==> config.mk <==
export PLATFORM = sky130hd
export DESIGN_NAME = seg_scan_ctrl_flat
export DESIGN_NICKNAME = d
export VERILOG_FILES = /design/src/rtl/seg_scan_ctrl_if.sv /design/src/rtl/seg_scan_ctrl.sv /design/src/flat_wrapper.sv
export SDC_FILE = /design/constraint.sdc
export NUM_CORES = 1
export LEC_CHECK = 0
export CORE_MARGIN = 10
export CORE_UTILIZATION = 43
export DETAILED_ROUTE_END_ITERATION = 6
export GPL_TIMING_DRIVEN = 0
export PLACE_DENSITY = 0.61
export SLEW_MARGIN = 5
export SYNTH_ARGS = -nofsm -noshare
export SYNTH_HDL_FRONTEND = slang
export SYNTH_SLANG_ARGS = --single-unit
==> constraint.sdc <==
create_clock -name clk -period 4.25 [get_ports clk]
set_input_delay 0.85 -clock clk [delete_from_list [all_inputs] [get_ports clk]]
set_output_delay 0.85 -clock clk [all_outputs]
set_load 0.05 [all_outputs]
==> src/rtl/seg_scan_ctrl_if.sv <==
// ---------------------------------------------------------------------------
// seg_scan_ctrl_if
//  Bundles the host-side load/data signals and the decoder-side scan outputs
//  of seg_scan_ctrl.
//  master : the environment (host + decoder); drives load/data/masks and
//           observes the scan outputs.
//  slave  : seg_scan_ctrl itself.
//  Signals:
//   load        1   capture strobe for data_in/dp_mask/blink_mask
//   data_in     16  digit3=[15:12] .. digit0=[3:0]
//   dp_mask     4   decimal point per digit
//   blink_mask  4   blink request per digit
//   digit_bin   4   nibble of the digit currently scanned
//   digit_dp_en 1   decimal point of the digit currently scanned
//   digit_blink 1   blink request of the digit currently scanned
//   digit_sel   4   one-hot digit enable (polarity set by the controller)
//   upd_pending 1   pending buffer holds data not yet shown
//   frame_done  1   pulse on the last cycle of the digit-3 slot
// ---------------------------------------------------------------------------
interface seg_scan_ctrl_if;
  logic        load;
  logic [15:0] data_in;
  logic [3:0]  dp_mask;
  logic [3:0]  blink_mask;
  logic [3:0]  digit_bin;
  logic        digit_dp_en;
  logic        digit_blink;
  logic [3:0]  digit_sel;
  logic        upd_pending;
  logic        frame_done;

  modport master (
    output load, data_in, dp_mask, blink_mask,
    input  digit_bin, digit_dp_en, digit_blink, digit_sel, upd_pending, frame_done
  );

  modport slave (
    input  load, data_in, dp_mask, blink_mask,
    output digit_bin, digit_dp_en, digit_blink, digit_sel, upd_pending, frame_done
  );
endinterface

==> src/rtl/seg_scan_ctrl.sv <==
// ---------------------------------------------------------------------------
// seg_scan_ctrl
//  Four-digit time-multiplexed scan controller feeding a seven-segment
//  decoder. Holds a double-buffered 16-bit display word with per-digit
//  decimal-point and blink masks; new data is copied from the pending
//  buffer to the active buffer only at frame boundaries.
//  Ports:
//   clk  in  system clock, rising edge
//   rst  in  asynchronous active-high reset
//   bus  seg_scan_ctrl_if.slave (load/data/masks in, scan outputs out)
//  Parameters:
//   SCAN_DIV        clocks per digit slot (>= 2)
//   CNT_W           slot counter width (must hold SCAN_DIV-1)
//   SEL_ACTIVE_LOW  1: digit_sel active-low
//  Build option:
//   LEADING_ZERO_BLANK_EN  when defined, leading-zero digits 3..1 are
//                          blanked unless their decimal point is set.
// ---------------------------------------------------------------------------
module seg_scan_ctrl #(
  parameter int unsigned SCAN_DIV       = 50000,
  parameter int unsigned CNT_W          = 16,
  parameter bit          SEL_ACTIVE_LOW = 1'b0
) (
  input  logic           clk,
  input  logic           rst,
  seg_scan_ctrl_if.slave bus
);

  localparam logic [1:0]       DIG0      = 2'd0;
  localparam logic [1:0]       DIG1      = 2'd1;
  localparam logic [1:0]       DIG2      = 2'd2;
  localparam logic [1:0]       DIG3      = 2'd3;
  localparam logic [CNT_W-1:0] SLOT_LAST = CNT_W'(SCAN_DIV - 1);
  localparam logic [CNT_W-1:0] CNT_ONE   = CNT_W'(1);
  localparam logic [3:0]       SEL_INV   = SEL_ACTIVE_LOW ? 4'b1111 : 4'b0000;

  // One-hot enable for a digit index (active-high form).
  function automatic logic [3:0] idx_onehot(input logic [1:0] idx);
    logic [3:0] oh;
    case (idx)
      DIG0:    oh = 4'b0001;
      DIG1:    oh = 4'b0010;
      DIG2:    oh = 4'b0100;
      DIG3:    oh = 4'b1000;
      default: oh = 4'b0001;
    endcase
    return oh;
  endfunction

  // Nibble of the display word belonging to a digit index.
  function automatic logic [3:0] idx_nibble(input logic [15:0] word, input logic [1:0] idx);
    logic [3:0] nib;
    case (idx)
      DIG0:    nib = word[3:0];
      DIG1:    nib = word[7:4];
      DIG2:    nib = word[11:8];
      DIG3:    nib = word[15:12];
      default: nib = 4'h0;
    endcase
    return nib;
  endfunction

  logic [CNT_W-1:0] slot_cnt_r;
  logic [CNT_W-1:0] slot_cnt_nxt_s;
  logic [1:0]       idx_r;
  logic [1:0]       idx_nxt_s;
  logic             slot_last_s;
  logic             boundary_s;
  logic             frame_done_r;
  logic             frame_done_nxt_s;

  logic [15:0]      act_data_r;
  logic [3:0]       act_dp_r;
  logic [3:0]       act_blink_r;
  logic [15:0]      pend_data_r;
  logic [3:0]       pend_dp_r;
  logic [3:0]       pend_blink_r;
  logic             upd_pending_r;
  logic [15:0]      act_data_nxt_s;
  logic [3:0]       act_dp_nxt_s;
  logic [3:0]       act_blink_nxt_s;

  logic [3:0]       blank_s;
  logic [3:0]       nib_nxt_s;
  logic             dp_nxt_s;
  logic             blink_nxt_s;
  logic [3:0]       onehot_nxt_s;

  logic [3:0]       digit_bin_r;
  logic             digit_dp_en_r;
  logic             digit_blink_r;
  logic [3:0]       digit_sel_r;

  assign slot_last_s = (slot_cnt_r == SLOT_LAST);
  assign boundary_s  = slot_last_s && (idx_r == DIG3);

  // Slot counter / digit index next state and the frame_done look-ahead.
  always_comb begin
    slot_cnt_nxt_s = slot_cnt_r + CNT_ONE;
    idx_nxt_s      = idx_r;
    if (slot_last_s) begin
      slot_cnt_nxt_s = {CNT_W{1'b0}};
      case (idx_r)
        DIG0:    idx_nxt_s = DIG1;
        DIG1:    idx_nxt_s = DIG2;
        DIG2:    idx_nxt_s = DIG3;
        DIG3:    idx_nxt_s = DIG0;
        default: idx_nxt_s = DIG0;
      endcase
    end else begin
      idx_nxt_s = idx_r;
    end
    frame_done_nxt_s = (idx_nxt_s == DIG3) && (slot_cnt_nxt_s == SLOT_LAST);
  end

  // Active buffer as it will be after this edge; outputs are built from it so
  // a boundary swap appears together with the digit-0 slot.
  always_comb begin
    act_data_nxt_s  = act_data_r;
    act_dp_nxt_s    = act_dp_r;
    act_blink_nxt_s = act_blink_r;
    if (boundary_s && upd_pending_r) begin
      act_data_nxt_s  = pend_data_r;
      act_dp_nxt_s    = pend_dp_r;
      act_blink_nxt_s = pend_blink_r;
    end else begin
      act_data_nxt_s  = act_data_r;
      act_dp_nxt_s    = act_dp_r;
      act_blink_nxt_s = act_blink_r;
    end
  end

`ifdef LEADING_ZERO_BLANK_EN
  // Leading-zero blanking: a digit blanks when it and every higher nibble is
  // zero, unless its decimal point is lit. Digit 0 always shows.
  always_comb begin
    blank_s[0] = 1'b0;
    blank_s[1] = (act_data_nxt_s[15:4]  == 12'h000) && !act_dp_nxt_s[1];
    blank_s[2] = (act_data_nxt_s[15:8]  == 8'h00)   && !act_dp_nxt_s[2];
    blank_s[3] = (act_data_nxt_s[15:12] == 4'h0)    && !act_dp_nxt_s[3];
  end
`else
  assign blank_s = 4'b0000;
`endif

  // Decoder-facing values for the slot that starts (or continues) after this edge.
  always_comb begin
    nib_nxt_s   = idx_nibble(act_data_nxt_s, idx_nxt_s);
    dp_nxt_s    = act_dp_nxt_s[idx_nxt_s];
    blink_nxt_s = act_blink_nxt_s[idx_nxt_s];
    if (blank_s[idx_nxt_s]) begin
      onehot_nxt_s = 4'b0000;
    end else begin
      onehot_nxt_s = idx_onehot(idx_nxt_s);
    end
  end

  // Scan timing: slot counter, digit index, frame_done pulse.
  always_ff @(posedge clk or posedge rst) begin
    if (rst) begin
      slot_cnt_r   <= {CNT_W{1'b0}};
      idx_r        <= DIG0;
      frame_done_r <= 1'b0;
    end else begin
      slot_cnt_r   <= slot_cnt_nxt_s;
      idx_r        <= idx_nxt_s;
      frame_done_r <= frame_done_nxt_s;
    end
  end

  // Double buffer: load always lands in pending; pending moves to active at a
  // boundary. A load on the boundary keeps upd_pending set for its new data.
  always_ff @(posedge clk or posedge rst) begin
    if (rst) begin
      act_data_r    <= 16'h0000;
      act_dp_r      <= 4'b0000;
      act_blink_r   <= 4'b0000;
      pend_data_r   <= 16'h0000;
      pend_dp_r     <= 4'b0000;
      pend_blink_r  <= 4'b0000;
      upd_pending_r <= 1'b0;
    end else begin
      act_data_r  <= act_data_nxt_s;
      act_dp_r    <= act_dp_nxt_s;
      act_blink_r <= act_blink_nxt_s;
      if (bus.load) begin
        pend_data_r   <= bus.data_in;
        pend_dp_r     <= bus.dp_mask;
        pend_blink_r  <= bus.blink_mask;
        upd_pending_r <= 1'b1;
      end else if (boundary_s) begin
        upd_pending_r <= 1'b0;
      end else begin
        upd_pending_r <= upd_pending_r;
      end
    end
  end

  // Registered decoder outputs; all switch on the same edge.
  always_ff @(posedge clk or posedge rst) begin
    if (rst) begin
      digit_bin_r   <= 4'h0;
      digit_dp_en_r <= 1'b0;
      digit_blink_r <= 1'b0;
      digit_sel_r   <= 4'b0001 ^ SEL_INV;
    end else begin
      digit_bin_r   <= nib_nxt_s;
      digit_dp_en_r <= dp_nxt_s;
      digit_blink_r <= blink_nxt_s;
      digit_sel_r   <= onehot_nxt_s ^ SEL_INV;
    end
  end

  assign bus.digit_bin   = digit_bin_r;
  assign bus.digit_dp_en = digit_dp_en_r;
  assign bus.digit_blink = digit_blink_r;
  assign bus.digit_sel   = digit_sel_r;
  assign bus.upd_pending = upd_pending_r;
  assign bus.frame_done  = frame_done_r;

endmodule

==> src/flat_wrapper.sv <==
// flat-port wrapper written by rule: the top's interface ports become plain ports
module seg_scan_ctrl_flat 
#(
  parameter int unsigned SCAN_DIV       = 50000,
  parameter int unsigned CNT_W          = 16,
  parameter bit          SEL_ACTIVE_LOW = 1'b0
)
  (clk, rst, bus_load, bus_data_in, bus_dp_mask, bus_blink_mask, bus_digit_bin, bus_digit_dp_en, bus_digit_blink, bus_digit_sel, bus_upd_pending, bus_frame_done);
  seg_scan_ctrl_if bus_i ();
  input  logic clk;
  input  logic rst;
  input wire logic [$bits(bus_i.load)-1:0] bus_load;
  input wire logic [$bits(bus_i.data_in)-1:0] bus_data_in;
  input wire logic [$bits(bus_i.dp_mask)-1:0] bus_dp_mask;
  input wire logic [$bits(bus_i.blink_mask)-1:0] bus_blink_mask;
  output wire logic [$bits(bus_i.digit_bin)-1:0] bus_digit_bin;
  output wire logic [$bits(bus_i.digit_dp_en)-1:0] bus_digit_dp_en;
  output wire logic [$bits(bus_i.digit_blink)-1:0] bus_digit_blink;
  output wire logic [$bits(bus_i.digit_sel)-1:0] bus_digit_sel;
  output wire logic [$bits(bus_i.upd_pending)-1:0] bus_upd_pending;
  output wire logic [$bits(bus_i.frame_done)-1:0] bus_frame_done;
  assign bus_i.load = bus_load;
  assign bus_i.data_in = bus_data_in;
  assign bus_i.dp_mask = bus_dp_mask;
  assign bus_i.blink_mask = bus_blink_mask;
  assign bus_digit_bin = bus_i.digit_bin;
  assign bus_digit_dp_en = bus_i.digit_dp_en;
  assign bus_digit_blink = bus_i.digit_blink;
  assign bus_digit_sel = bus_i.digit_sel;
  assign bus_upd_pending = bus_i.upd_pending;
  assign bus_frame_done = bus_i.frame_done;
  seg_scan_ctrl #(.SCAN_DIV(SCAN_DIV), .CNT_W(CNT_W), .SEL_ACTIVE_LOW(SEL_ACTIVE_LOW)) u_core (.clk(clk), .rst(rst), .bus(bus_i));
endmodule
==> reports/results.ini, run 1 <==
[run_status]
status = completed

[placement]
place_inst = 393
gp_congestion = 0.8203
io_buffers = 37
dpl.hpwl_mm = 4.574
place_area_mm2 = 0.003986

[detailed_routing]
via_per_inst = 5.076
dr.first_iter.drc_count = 54
wl_per_cell_um = 16.03
ant_nets = 0
drc_errors = 0
drt_first_pass_iters = 4
vias = 2071
finalWirelength_mm = 6.540

[setup_path]
path_max_fanout = 1
critPathKind = register to output port
crit_buf_inv = 1
worst_r2r_path_depth = 8
rr_startpoint = u_core.slot_cnt_r[0]$_DFF_PP0_
crit_required_ps = 3400
endpoint_kind = output port
crit_family = buffers and inverters
slowest_delay_ps = 800
path_cells = clkdlybuf4s50_1
rrSetupSlack_ps = 2050
critPathSlowestCell = clkdlybuf4s50_1
rr_endpoint = u_core.bus.frame_done$_DFF_PP0_
critPathArrivalTime_ps = 1670
start_kind = register

[grt]
grt_pass1_vias = 2287
grt_util_met1 = 0.1529
antenna_found_initial = 0
use_met3 = 0.04447
gr-total-overflow = 0
grt_use_total = 0.1228
grtUsageMet2 = 0.1912
grt_pass1_wl_mm = 11.52
gr-max-usage-layer = met2
grt_max_degree = 51

[clock_tree]
ctsLongestPathBuffers = 2
cts_root_buf = clkbuf_8
cts_inserted_buffers = 9
post_cts_buffers = 0
clkLatencyLatePin_ps = 350
cts_resized = 0
htreeDepth = 3
clock_sinks = 78
cts_tree = yes
clk_transition_reported_paths_ps = 80
postCtsHoldBufs = 0

[timing]
whs_ps = 493.8
rsz0062_at_grt = false
fin_crit_sh = 0.5932
finalSetupViolations = 0
slew_headroom = 0.5725
period_needed_ps = 2521
finalHoldViolCount = 0
finalSetupTns_ps = 0
clock.fmax_mhz = 396.7
drv_slew = 0
fin_skew_ps = 5.111
tightest_slew_ps = 641.3

[power]
ir_drop_uv = 249.9
power_density_mw_per_mm2 = 323.3
p_leak_nw = 1.983

[layout]
regArea_mm2 = 0.001953
num_antenna_cells = 0
num-fill-cells = 696
instances_no_fill = 408
most-common-layout-cells = 77 x dfrtp_1, 46 x mux2_2, 37 x clkdlybuf4s50_1
num-nets-final = 333
multi_input_comb_area_mm2 = 0.001379
final_common_cell = dfrtp_1
drive_above_1_share = 0.2712
synthToLayoutAreaGrowth_pct = 20.22
stdcell_area_mm2 = 0.004158

[synthesis]
synth_area_mm2 = 0.003458
yosysUniqueCellTypes = 45
synth-edff-count = 0
synthArstFlopShare = 1.000
synthCells = 253
ys_ff_latch = 78
ys.flop_type = dfrtp_1
synth_nets = 284
ys_seq_area_frac = 0.5648
ys.warnings.count = 0
avgSynthCellArea_um2 = 13.67

[floorplan]
initial_core_util = 0.4452
fp-row-count = 32
die_x_um = 109.7
dieArea_mm2 = 0.01203
die_h_um = 109.7
pin_count = 39
coreArea_mm2 = 0.007767

[run]
cap_violations = 0

[min_path]
whs_path_depth = 1
hold_path.class = register to register
worstHoldStart = u_core.act_dp_r[2]$_DFF_PP0_
min_to = u_core.act_dp_r[2]$_DFF_PP0_

logic make-up after synthesis:
group	share of synthesized area
buffers and inverters	0.03654
multiplexers	0.2178
flip-flops	0.5648
adder cells (fa/ha/maj)	0.01447
AO/OA/AOI/OAI	0.02062
AND/OR/NAND/NOR	0.1129
XOR/XNOR	0.03292
cell type report:
class / count / area share
Buffer: 13 / 0.02498
Sequential cell: 78 / 0.4698
Timing Repair Buffer: 38 / 0.09570
Inverter: 6 / 0.006019
Multi-Input combinational cell: 156 / 0.3316
Clock inverter: 6 / 0.01144
Tap cell: 102 / 0.03070
Clock buffer: 9 / 0.02979
how the worst max path moves through the flow:
stage / endpoint / from / slack [ps] / cells past startpoint
final: bus_digit_sel[0] / u_core.bus.digit_sel[0]$_DFF_PP1_ / 1730 / 1
after global routing: bus_digit_sel[0] / u_core.bus.digit_sel[0]$_DFF_PP1_ / 1680 / 1
after global placement: u_core.pend_blink_r[3]$_DFFE_PP0P_ / rst / 80 / 2
after CTS: bus_digit_sel[0] / u_core.bus.digit_sel[0]$_DFF_PP1_ / 1710 / 1
after detailed placement: u_core.pend_dp_r[3]$_DFFE_PP0P_ / bus_load / 1950 / 3
after floorplan: u_core.act_blink_r[0]$_DFF_PP0_ / rst / 1410 / 1
sequential cells by signal, indices dropped and copies added (netlist names):
name and flops:
u_core.act_data_r 16, u_core.bus.digit_sel 4, u_core.bus.digit_dp_en 1, u_core.bus.digit_bin 4, u_core.act_blink_r 4, u_core.pend_dp_r 4
u_core.pend_data_r 16, u_core.bus.upd_pending 1, u_core.act_dp_r 4, u_core.slot_cnt_r 16, u_core.idx_r 2, u_core.bus.digit_blink 1
u_core.pend_blink_r 4, u_core.bus.frame_done 1
per-stage QoR:
step	utilization	setup WS [ps]	total power, mW
global placement	0.5093	77.28	0.8588
global route	0.5353	1680	1.409
CTS	0.5353	1706	1.365
finish	0.5353	1729	1.344
floorplan	-	1407	0.8245
detailed placement	0.5132	1953	0.8645
cells in the mapped netlist (3+ instances only):
library cell	number	area, um^2
and3_1	3	18.77
nor2_1	17	63.81
nand4_1	3	18.77
o21ai_0	3	15.01
nor4_1	3	18.77
nor3_1	3	15.01
dfrtp_1	77	1927
xnor2_1	10	87.58
mux2i_1	19	190.2
nand2_1	9	33.78
ha_1	4	50.05
inv_1	5	18.77
buf_6	3	33.78
mux2_2	46	518.0
nand3_1	7	35.03
xor2_1	3	26.28
power by group:
part | total (mW) | switching (mW) | internal (mW)
Combinational | 0.0712 | 0.0278 | 0.0434
Sequential | 0.775 | 0.0110 | 0.764
Clock | 0.498 | 0.285 | 0.212
layer usage:
metal  up-vias  part of all wire  wire [um]
met3        10             0.040        263
li1        989                 -          -
met1      1044              0.45       2971
met2        28              0.49       3202
met5         -                 0          0
met4         0             0.016        102
No activity file was read; power rests on OpenSTA's default activity.
==> inputs of run 2 (changes only) <==
--- a/config.mk
+++ b/config.mk
@@ -9,7 +9,7 @@
 export CORE_UTILIZATION = 43
 export DETAILED_ROUTE_END_ITERATION = 6
 export GPL_TIMING_DRIVEN = 0
-export PLACE_DENSITY = 0.61
+export PLACE_DENSITY = 0.63
 export SLEW_MARGIN = 5
 export SYNTH_ARGS = -nofsm -noshare
 export SYNTH_HDL_FRONTEND = slang
==> constraint.sdc (replaced) <==
create_clock -name clk -period 2.3 [get_ports clk]
set_input_delay 0.46 -clock clk [delete_from_list [all_inputs] [get_ports clk]]
set_output_delay 0.46 -clock clk [all_outputs]
set_load 0.05 [all_outputs]
==> reports/results.ini, run 2 (same netlist as run 1, synthesis figures left out) <==
[layout]
most-common-layout-cells = 77 x dfrtp_1, 46 x mux2_2, 37 x clkdlybuf4s50_1
num_antenna_cells = 0
top_regs = u_core.act_data_r: 16 flops, u_core.pend_data_r: 16 flops, u_core.slot_cnt_r: 16 flops
synthToLayoutAreaGrowth_pct = 22.00
utilization = 0.5432
num-nets-final = 333
drive_above_1_share = 0.2736
final_common_cell = dfrtp_1

[timing]
rsz0062_at_grt = false
clock.fmax_mhz = 463.0
finalHoldViolCount = 0
drv_slew = 0
period_needed_ps = 2160
fin_skew_ps = 5.743
fin_crit_sh = 0.9391
finalSetupViolations = 0
finalSetupTns_ps = 0
slew_headroom = 0.5819
tightest_slew_ps = 627.1

[detailed_routing]
drt_first_pass_iters = 4
via_per_inst = 5.002
dr.first_iter.drc_count = 46
vias = 2046
finalWirelength_mm = 6.610
drc_errors = 0
wl_per_cell_um = 16.16
ant_nets = 0

[min_path]
hold_path.class = input port to async pin

[clock_tree]
cts_inserted_buffers = 9
ctsLongestPathBuffers = 2
clk_transition_reported_paths_ps = 80
cts_tree = yes
post_cts_buffers = 0
cts_root_buf = clkbuf_8
clock_sinks = 78
htreeDepth = 3
clkLatencyLatePin_ps = 340

[placement]
gp_congestion = 0.8391
dpl.hpwl_mm = 4.615
io_buffers = 37

[grt]
grt_use_total = 0.1214
antenna_found_initial = 0
grt_max_degree = 40
grt_pass1_wl_mm = 11.30
grt_pass1_vias = 2303
gr-total-overflow = 0

[setup_path]
slowest_delay_ps = 430
rr_startpoint = u_core.slot_cnt_r[0]$_DFF_PP0_
crit_required_ps = 2520
path_max_fanout = 10
endpoint_kind = register
critPathArrivalTime_ps = 2380
worst_r2r_path_depth = 7
critPathKind = register to register
worst_path_most_repeated_cell = mux2i_1
crit_buf_inv = 1
critPathSlowestCell = dfrtp_1
path_cells = ha_1 > and3_4 > and4_4 > mux2i_4 > buf_8 > mux2i_1 > mux2i_1
start_kind = register
cp.depth = 7
critPathLaunch = u_core.slot_cnt_r[0]$_DFF_PP0_
crit_family = multiplexers

[floorplan]
die_h_um = 109.7
die_x_um = 109.7
fp-row-count = 32
coreArea_mm2 = 0.007767
dieArea_mm2 = 0.01203
pin_count = 39
initial_core_util = 0.4452

[run_status]
status = completed

[power]
ir_drop_uv = 351.8
power_density_mw_per_mm2 = 641.3
p_leak_nw = 2.019

[run]
cap_violations = 0

run 2: cell count changes in the layout (fill, tap and decap cells not counted), sizes merged:
cell	delta
inv	-2
clkinv	+1
bufinv	+2
clkinvlp	-2
clkbuf	+1
buf	+1
run 2: final timing paths:
| kind | slack [ps] | end |
|---|---|---|
| setup / recovery | 140 | u_core.bus.digit_dp_en$_DFF_PP0_ |
| hold / removal | 390 | u_core.act_dp_r[2]$_DFF_PP0_ |
| setup reg to reg | 140 | u_core.bus.digit_dp_en$_DFF_PP0_ |
| hold reg to reg | 490 | u_core.act_dp_r[0]$_DFF_PP0_ |
| max in group asynchronous | 1420 | u_core.bus.digit_sel[0]$_DFF_PP1_ |
| min in group clk | 490 | u_core.act_dp_r[0]$_DFF_PP0_ |
run 2: through the flow:
stage,std cells,total power [mW],hold slack [ps],instance area (um^2),setup slack (ps)
6_report,409,2.706,393.3,4219,140.0
3_3_place_gp,392,1.587,466.2,3960,15.87
2_1_floorplan,253,1.524,453.9,3462,350.1
4_1_cts,410,2.748,378.5,4223,92.38
5_1_grt,409,2.831,375.7,4219,13.44
3_5_place_dp,394,1.599,479.9,4000,110.1
run 2: layer usage:
layer | track usage | part of all wire | wire, um | vias to the layer above
met5 | 0 | 0 | 0 | -
met4 | 0.03625 | 0.011 | 70 | 0
met3 | 0.05032 | 0.050 | 332 | 6
met2 | 0.1989 | 0.50 | 3328 | 42
met1 | 0.1429 | 0.44 | 2878 | 1015
li1 | - | - | - | 983
run 2: final cells by class:
class	count	area [um^2]
Buffer	12	100.1
Clock buffer	11	141.4
Clock inverter	5	81.33
Fill cell	660	3548
Inverter	6	26.28
Multi-Input combinational cell	156	1379
Sequential cell	78	1953
Tap cell	102	127.6
Timing Repair Buffer	39	410.4
run 2: timing repair:
item,in CTS,in global routing
setup endpoints to repair,0,1
hold endpoints to repair,0,0
hold buffers,0,0
resized for setup,0,0
run 2: power by group:
group          total, mW  leakage, nW  internal, mW  switching (mW)
Combinational      0.134        0.897        0.0823          0.0521
Sequential          1.43         1.01          1.41          0.0198
Clock               1.14        0.110         0.643           0.496
Total               2.71         2.02          2.14           0.568
